==> src/rtl/lab2_sub_sequencer.sv <==
// lab2_sub_sequencer: wide X - Y - Bin computed one nibble per clock
// on a shared 4-bit borrow-lookahead slice, LSB nibble first.
module lab2_sub_sequencer #(
  parameter int NIB = 4
) (
  input  logic             clk,
  input  logic             rst,
  input  logic             start,
  input  logic [4*NIB-1:0] X,
  input  logic [4*NIB-1:0] Y,
  input  logic             Bin,
  output logic [4*NIB-1:0] D,
  output logic             Bout,
  output logic             busy,
  output logic             done
);

  localparam int W  = 4 * NIB;
  localparam int KW = $clog2(NIB);
  localparam logic [KW-1:0] KLAST = KW'(NIB - 1);

  typedef enum logic [1:0] {
    IDLE = 2'd0,
    RUN  = 2'd1,
    DONE = 2'd2
  } state_t;

  state_t        state;
  logic [W-1:0]  xr;
  logic [W-1:0]  yr;
  logic          br;
  logic [KW-1:0] k;

  logic [3:0] xn;
  logic [3:0] yn;
  logic [3:0] g;
  logic [3:0] p;
  logic [4:0] bc;
  logic [3:0] dn;

  // Borrow-lookahead slice on the nibble selected by k.
  always_comb begin
    xn = xr[4*k +: 4];
    yn = yr[4*k +: 4];
    g  = ~xn & yn;
    p  = ~(xn ^ yn);
    bc[0] = br;
    bc[1] = g[0] | (p[0] & br);
    bc[2] = g[1] | (p[1] & g[0])
          | (p[1] & p[0] & br);
    bc[3] = g[2] | (p[2] & g[1])
          | (p[2] & p[1] & g[0])
          | (p[2] & p[1] & p[0] & br);
    bc[4] = g[3] | (p[3] & g[2])
          | (p[3] & p[2] & g[1])
          | (p[3] & p[2] & p[1] & g[0])
          | (p[3] & p[2] & p[1] & p[0] & br);
    dn = xn ^ yn ^ bc[3:0];
  end

  // Sequencer: accept, step one nibble per edge, pulse done.
  always_ff @(posedge clk) begin
    if (rst) begin
      state <= IDLE;
      xr    <= '0;
      yr    <= '0;
      br    <= 1'b0;
      k     <= '0;
      D     <= '0;
      Bout  <= 1'b0;
      busy  <= 1'b0;
      done  <= 1'b0;
    end else begin
      unique case (state)
        IDLE: begin
          if (start) begin
            xr    <= X;
            yr    <= Y;
            br    <= Bin;
            k     <= '0;
            D     <= '0;
            Bout  <= 1'b0;
            busy  <= 1'b1;
            state <= RUN;
          end
        end
        RUN: begin
          D[4*k +: 4] <= dn;
          br          <= bc[4];
          if (k == KLAST) begin
            Bout  <= bc[4];
            busy  <= 1'b0;
            done  <= 1'b1;
            state <= DONE;
          end else begin
            k <= k + 1'b1;
          end
        end
        DONE: begin
          done  <= 1'b0;
          state <= IDLE;
        end
        default: begin
          busy  <= 1'b0;
          done  <= 1'b0;
          state <= IDLE;
        end
      endcase
    end
  end

endmodule
==> config.mk <==
export PLATFORM = sky130hd
export DESIGN_NAME = lab2_sub_sequencer
export DESIGN_NICKNAME = d
export VERILOG_FILES = /design/src/rtl/lab2_sub_sequencer.sv
export SDC_FILE = /design/constraint.sdc
export NUM_CORES = 1
export LEC_CHECK = 0
export CORE_UTILIZATION = 42
export DETAILED_ROUTE_END_ITERATION = 8
export PLACE_DENSITY = 0.72
export SYNTH_ARGS = -nofsm -noshare
export SYNTH_HDL_FRONTEND = slang
export SYNTH_SLANG_ARGS = --single-unit
==> constraint.sdc <==
create_clock -name clk -period 6.9 [get_ports clk]
set_input_delay 1.035 -clock clk [delete_from_list [all_inputs] [get_ports clk]]
set_output_delay 1.035 -clock clk [all_outputs]
set_load 0.01 [all_outputs]
Word level (Yosys, flattened, before mapping)
Cells that the tools add are included.

Add/subtract/negate cells: 2. Eq/ne operators: 6. Shifts and indexed selects: 4. Mux-type cells: 19. Bitwise operators: 33. Reduce and logical (&&, ||, !) cells: 9.

Operators by type and width (number): 4-bit negator with 34-bit output (1); 4-bit by 34-bit variable shift with 16-bit output, first input constant (1); 4-bit by 34-bit indexed part select with 16-bit output (1); 16-bit case mux with 2 select lines (1); 16-bit by 5-bit indexed part select with 4-bit output (2); 1-bit bitwise AND (16); 16-bit bitwise mux (1); 16-bit 2-to-1 mux (1); 1-bit OR (10); 3-bit AND reduction (3); 2-bit 2-to-1 mux (4); 4-bit inverter (2); 2-bit case mux with 2 select lines (2); 2-bit AND reduction (4); 4-bit bitwise XOR (2); 1-bit 2-to-1 mux (6); 2-bit inequality test, second input constant (3); 1-bit case mux with 2 select lines (3); 4-bit bitwise AND (1); 2-bit == test, second input constant (2); 1-bit case mux with 3 select lines (1); 2-bit by 1-bit adder with 2-bit output, second input constant (1); 2-bit by 1-bit == test with 1-bit output, second input constant (1); 2-bit zero test (1); 2 further kinds (3).

Bits in registers: 56. Output and inout port bits: 19. Logic and storage cells: 82.

Depth between registers and ports, before layout
Depth in word-level cells: 11. Depth in mapped cells: 9. Gate-level depth less buffers: 7.

Worst setup path before layout
Ideal clock, no wire load.

Kind: flip-flop to flip-flop. Start point: register k[0]. End point: register D[15]. Arrival time: 2213 ps. Path slack: 4556 ps. Stages on the path, launching flop included: 9. Clock period less this slack: 2344 ps. Cell sequence: dfxtp_1 buf_2 buf_2 mux4_2 ha_1 o21ai_0 o21bai_1 xor2_1 o31ai_1.

Word-level cells in the longest chain between the ends: 11.

RTL lines: from (decl) (RTL line 32) `logic [KW-1:0] k;`; from (signal assigned) (RTL line 96) `k <= k + 1'b1;`; 16-bit by 5-bit indexed part select with 4-bit output, on equally long branches (RTL line 43, 44); 4-bit bitwise XOR / 4-bit inverter (equally long branches) (RTL line 46, 58, 45); 4-bit inverter / 4-bit bitwise AND (equally long branches) (RTL line 46, 45); 1-bit bitwise AND, on equally long branches (RTL line 51, 52, 53); 1-bit OR (tied with other cells) (RTL line 51) `bc[3] = g[2] | (p[2] & g[1])`; 1-bit OR / 1-bit bitwise AND (equally long branches) (RTL line 52, 53); 1-bit OR (RTL line 53) `| (p[2] & p[1] & p[0] & br);`; 4-bit bitwise XOR (RTL line 58) `dn = xn ^ yn ^ bc[3:0];`; 4-bit by 34-bit indexed part select with 16-bit output (RTL line 88) `D[4*k +: 4] <= dn;`; 16-bit bitwise mux (*) (RTL line 88); 16-bit case mux with 2 select lines (*) (RTL line 74) `unique case (state)`; to (signal, indexed assignment) (RTL line 88); to (decl) (RTL line 12) `output logic [4*NIB-1:0] D,`.

Mark *: on every way between the ends. The rest lies on a longest branch, timed or not. A chain may end at the register's enable or synchronous reset.

Worst setup path after layout
Start point: register k[0]. End point: register D[7].

The elaborated chain is that of the path after synthesis.

==> out/metrics.yaml <==
cells_and_area:
  final_area_um2: 3160
  final_cell_count_no_fill: 409
  layout_common_cells: "nand2_1, dfxtp_1, clkdlybuf4s50_1, a21oi_1, nor2_1"
  final_common_cell: "nand2_1"
  nets: 383
  areaGrowthSynthToFinish_pct: 24.7
  finish.utilization_pct: 55.7
  num_antenna_cells: 0
  drive_gt1_share_pct: 5.04
drt:
  dr.pass1.iters: 4
  drt-initial-drc-count: 76
  drt-total-wl_mm: 5.42
  postRouteAntennaNets: 0
  routed_via_density: 5.29
  num_vias: 2162
  wl_per_cell_um: 13.2
  drc: 0
timing:
  slew_headroom_pct: 19.2
  period_needed_ns: 2.98
  min_period_over_period_pct: 43.1
  layout_setup_ws_ns: 3.92
  setup_viol_count_final: 0
  rsz0062_at_grt: "no"
  holdWs_ns: 0.456
  slew_viol_final: 0
  clock.fmax_mhz: 336
  worst_pin_slew_ns: 1.21
  setup-tns-final_ns: 0
  worst_clock_skew_ns: 0.00639
  hold_viol: 0
status:
  status: "finished, final reports clean"
synth:
  synthDistinctLibCells: 34
  synth.avg_cell_area_um2: 8.60
  syn-cell-area_um2: 2540
  synth_cells: 295
  synth_seq_cells: 56
  synth_seq_area_share_pct: 44.2
  yosysWarningCount: 0
  syn_nets: 341
cts:
  clk_path_buf_depth: 2
  postCtsHoldBufs: 0
  cts-buffers-inserted: 5
  postCtsResizedCells: 0
  cts_sinks: 56
  clk_pin_slew_ns: 0.09
  root_buffer: "clkbuf_8"
  post_cts_buffers: 0
  clock_latency_ns: 0.30
  cts_tree: "yes"
  htreeDepth: 2
power_and_ir_drop:
  leakage_nw: 1.14
  pwr-share-clk_pct: 26.7
  power_frac_seq_pct: 55.5
  power.internal_uw: 460
  p_comb_share_pct: 17.8
  p_sw_share_pct: 27.2
  peakVddDrop_mv: 0.112
  cellPowerDensity_nw_per_um2: 200
  p_sw_uw: 172
  power.total_uw: 632
setup_path:
  crit_required_ns: 7.06
  critPathLaunchType: "flip-flop"
  cp_data_arrival_time_ns: 3.13
  end_kind: "flip-flop"
  crit_type: "flip-flop to flip-flop"
  cpLargestDelayFamily: "flip-flops"
  critPathSlowestCell: "dfxtp_1"
  path_cells: "mux4_2 -> ha_1 -> a211oi_1 -> o21bai_1 -> xor2_1 -> o31ai_1"
  cp_max_fo: 19
  cp_num_buf_inv: 0
  cp_slowest_stage_delay_ns: 0.89
placement:
  placed_cell_area_um2: 3080
  post-place-ws_ns: 3.75
  dp_hpwl_mm: 3.72
  gp_congestion: 0.836
  dp.cells: 402
  port_buffers: 54
floorplan:
  die_w_um: 79.7
  fp-row-count: 27
  chipHeight_um: 79.7
  dieArea_um2: 6350
  coreArea_um2: 5680
  initial_utilization_pct: 44.7
  io_pins: 55
min_path:
  hold_class: "flip-flop to flip-flop"
global_routing:
  gr-usage-all-layers_pct: 19.0
  antenna_found_initial: 0
  gr-total-overflow: 0
  grt_pass1_vias: 2091
  grt_first_pass_wirelength_mm: 9.49
  grt_max_degree: 65
job:
  cap_viol_max_count: 0
-- layer usage --
| metal | global-route usage [%] | wire [um] | vias up | share of wire (%) |
|---|---|---|---|---|
| met4 | 5.45 | 44 | 0 | 0.81 |
| met5 | 0 | 0 | - | 0 |
| li1 | - | - | 1095 | - |
| met2 | 32.8 | 2630 | 56 | 49 |
| met1 | 23.7 | 2520 | 1006 | 47 |
| met3 | 3.89 | 219 | 5 | 4.0 |
-- area by class of cell --
| cell class | count | area [um2] |
|---|---|---|
| fill | 554 | 2510 |
| timing repair buffer | 54 | 536 |
| inverter | 12 | 45.0 |
| multi-input combinational | 208 | 1290 |
| tap | 72 | 90.1 |
| sequential | 56 | 1120 |
| clock inverter | 1 | 5.00 |
| clock buffer | 6 | 72.6 |
-- cells in the mapped netlist --
master / instances / share of area [%]
nand3_1: 3 / 0.59
nor4_1: 1 / 0.25
nor2_1: 16 / 2.4
and3_1: 2 / 0.49
mux4_2: 8 / 7.1
nor3_1: 2 / 0.39
nand3b_1: 9 / 2.7
nand2b_1: 3 / 0.74
ha_1: 9 / 4.4
a311oi_1: 1 / 0.35
nand2_1: 71 / 11
o22ai_1: 1 / 0.25
inv_1: 12 / 1.8
fa_1: 1 / 0.79
dfxtp_1: 56 / 44
buf_2: 7 / 1.4
o21bai_1: 1 / 0.30
o22a_1: 1 / 0.35
a21o_1: 4 / 1.2
a22oi_1: 9 / 2.7
o31ai_1: 8 / 2.4
and3b_1: 1 / 0.35
a211oi_1: 1 / 0.30
a21oi_1: 41 / 8.1
and4bb_2: 1 / 0.49
a2bb2oi_1: 1 / 0.35
a22o_1: 1 / 0.35
and2_1: 1 / 0.25
xor2_1: 3 / 1.0
clkbuf_1: 12 / 1.8
or4_1: 1 / 0.30
a2111oi_0: 1 / 0.35
nor2b_1: 1 / 0.25
o21ai_0: 5 / 0.99
-- tightest hold or removal path, delay by kind of cell (launching register included) --
family             cells  cell delay (ns)
AOI/OAI and AO/OA      1             0.05
and+or+nand+nor        1             0.05
DFF                    1             0.32
-- flip-flops by register name, indices dropped and copies added, names as in the netlist --
signal	flops
br	1
Bout	1
k	2
busy	1
xr	16
done	1
state	2
D	16
yr	16
-- logic make-up (layout without fill, tap and decap cells) --
family                   Yosys count  after routing  share of synthesized area (%)
AND/OR/NAND/NOR                  112            112                           19.6
flip-flops                        56             56                           44.2
buffers and inverters             31             73                           4.93
adder cells (fa/ha/maj)           10             10                           5.23
AO/OA/AOI/OAI                     75             75                           17.9
multiplexers                       8              8                           7.10
XOR/XNOR                           3              3                           1.04
-- power groups by stage --
stage | clock network [mW] | registers [mW] | logic (mW)
floorplan | 0 | 0.353 | 0.0724
global placement | 0 | 0.358 | 0.111
detailed placement | 0 | 0.358 | 0.112
CTS | 0.178 | 0.351 | 0.113
global route | 0.189 | 0.353 | 0.125
finish | 0.169 | 0.351 | 0.112
-- final timing paths --
kind         start  endpoint  slack, ns  cells past startpoint
max           k[0]      D[7]       3.92                      6
min          xr[3]     xr[3]       0.46                      2
max reg2reg   k[0]      D[7]       3.92                      6
min reg2reg  xr[3]     xr[3]       0.46                      2
Power figures use the tool's default switching activity.
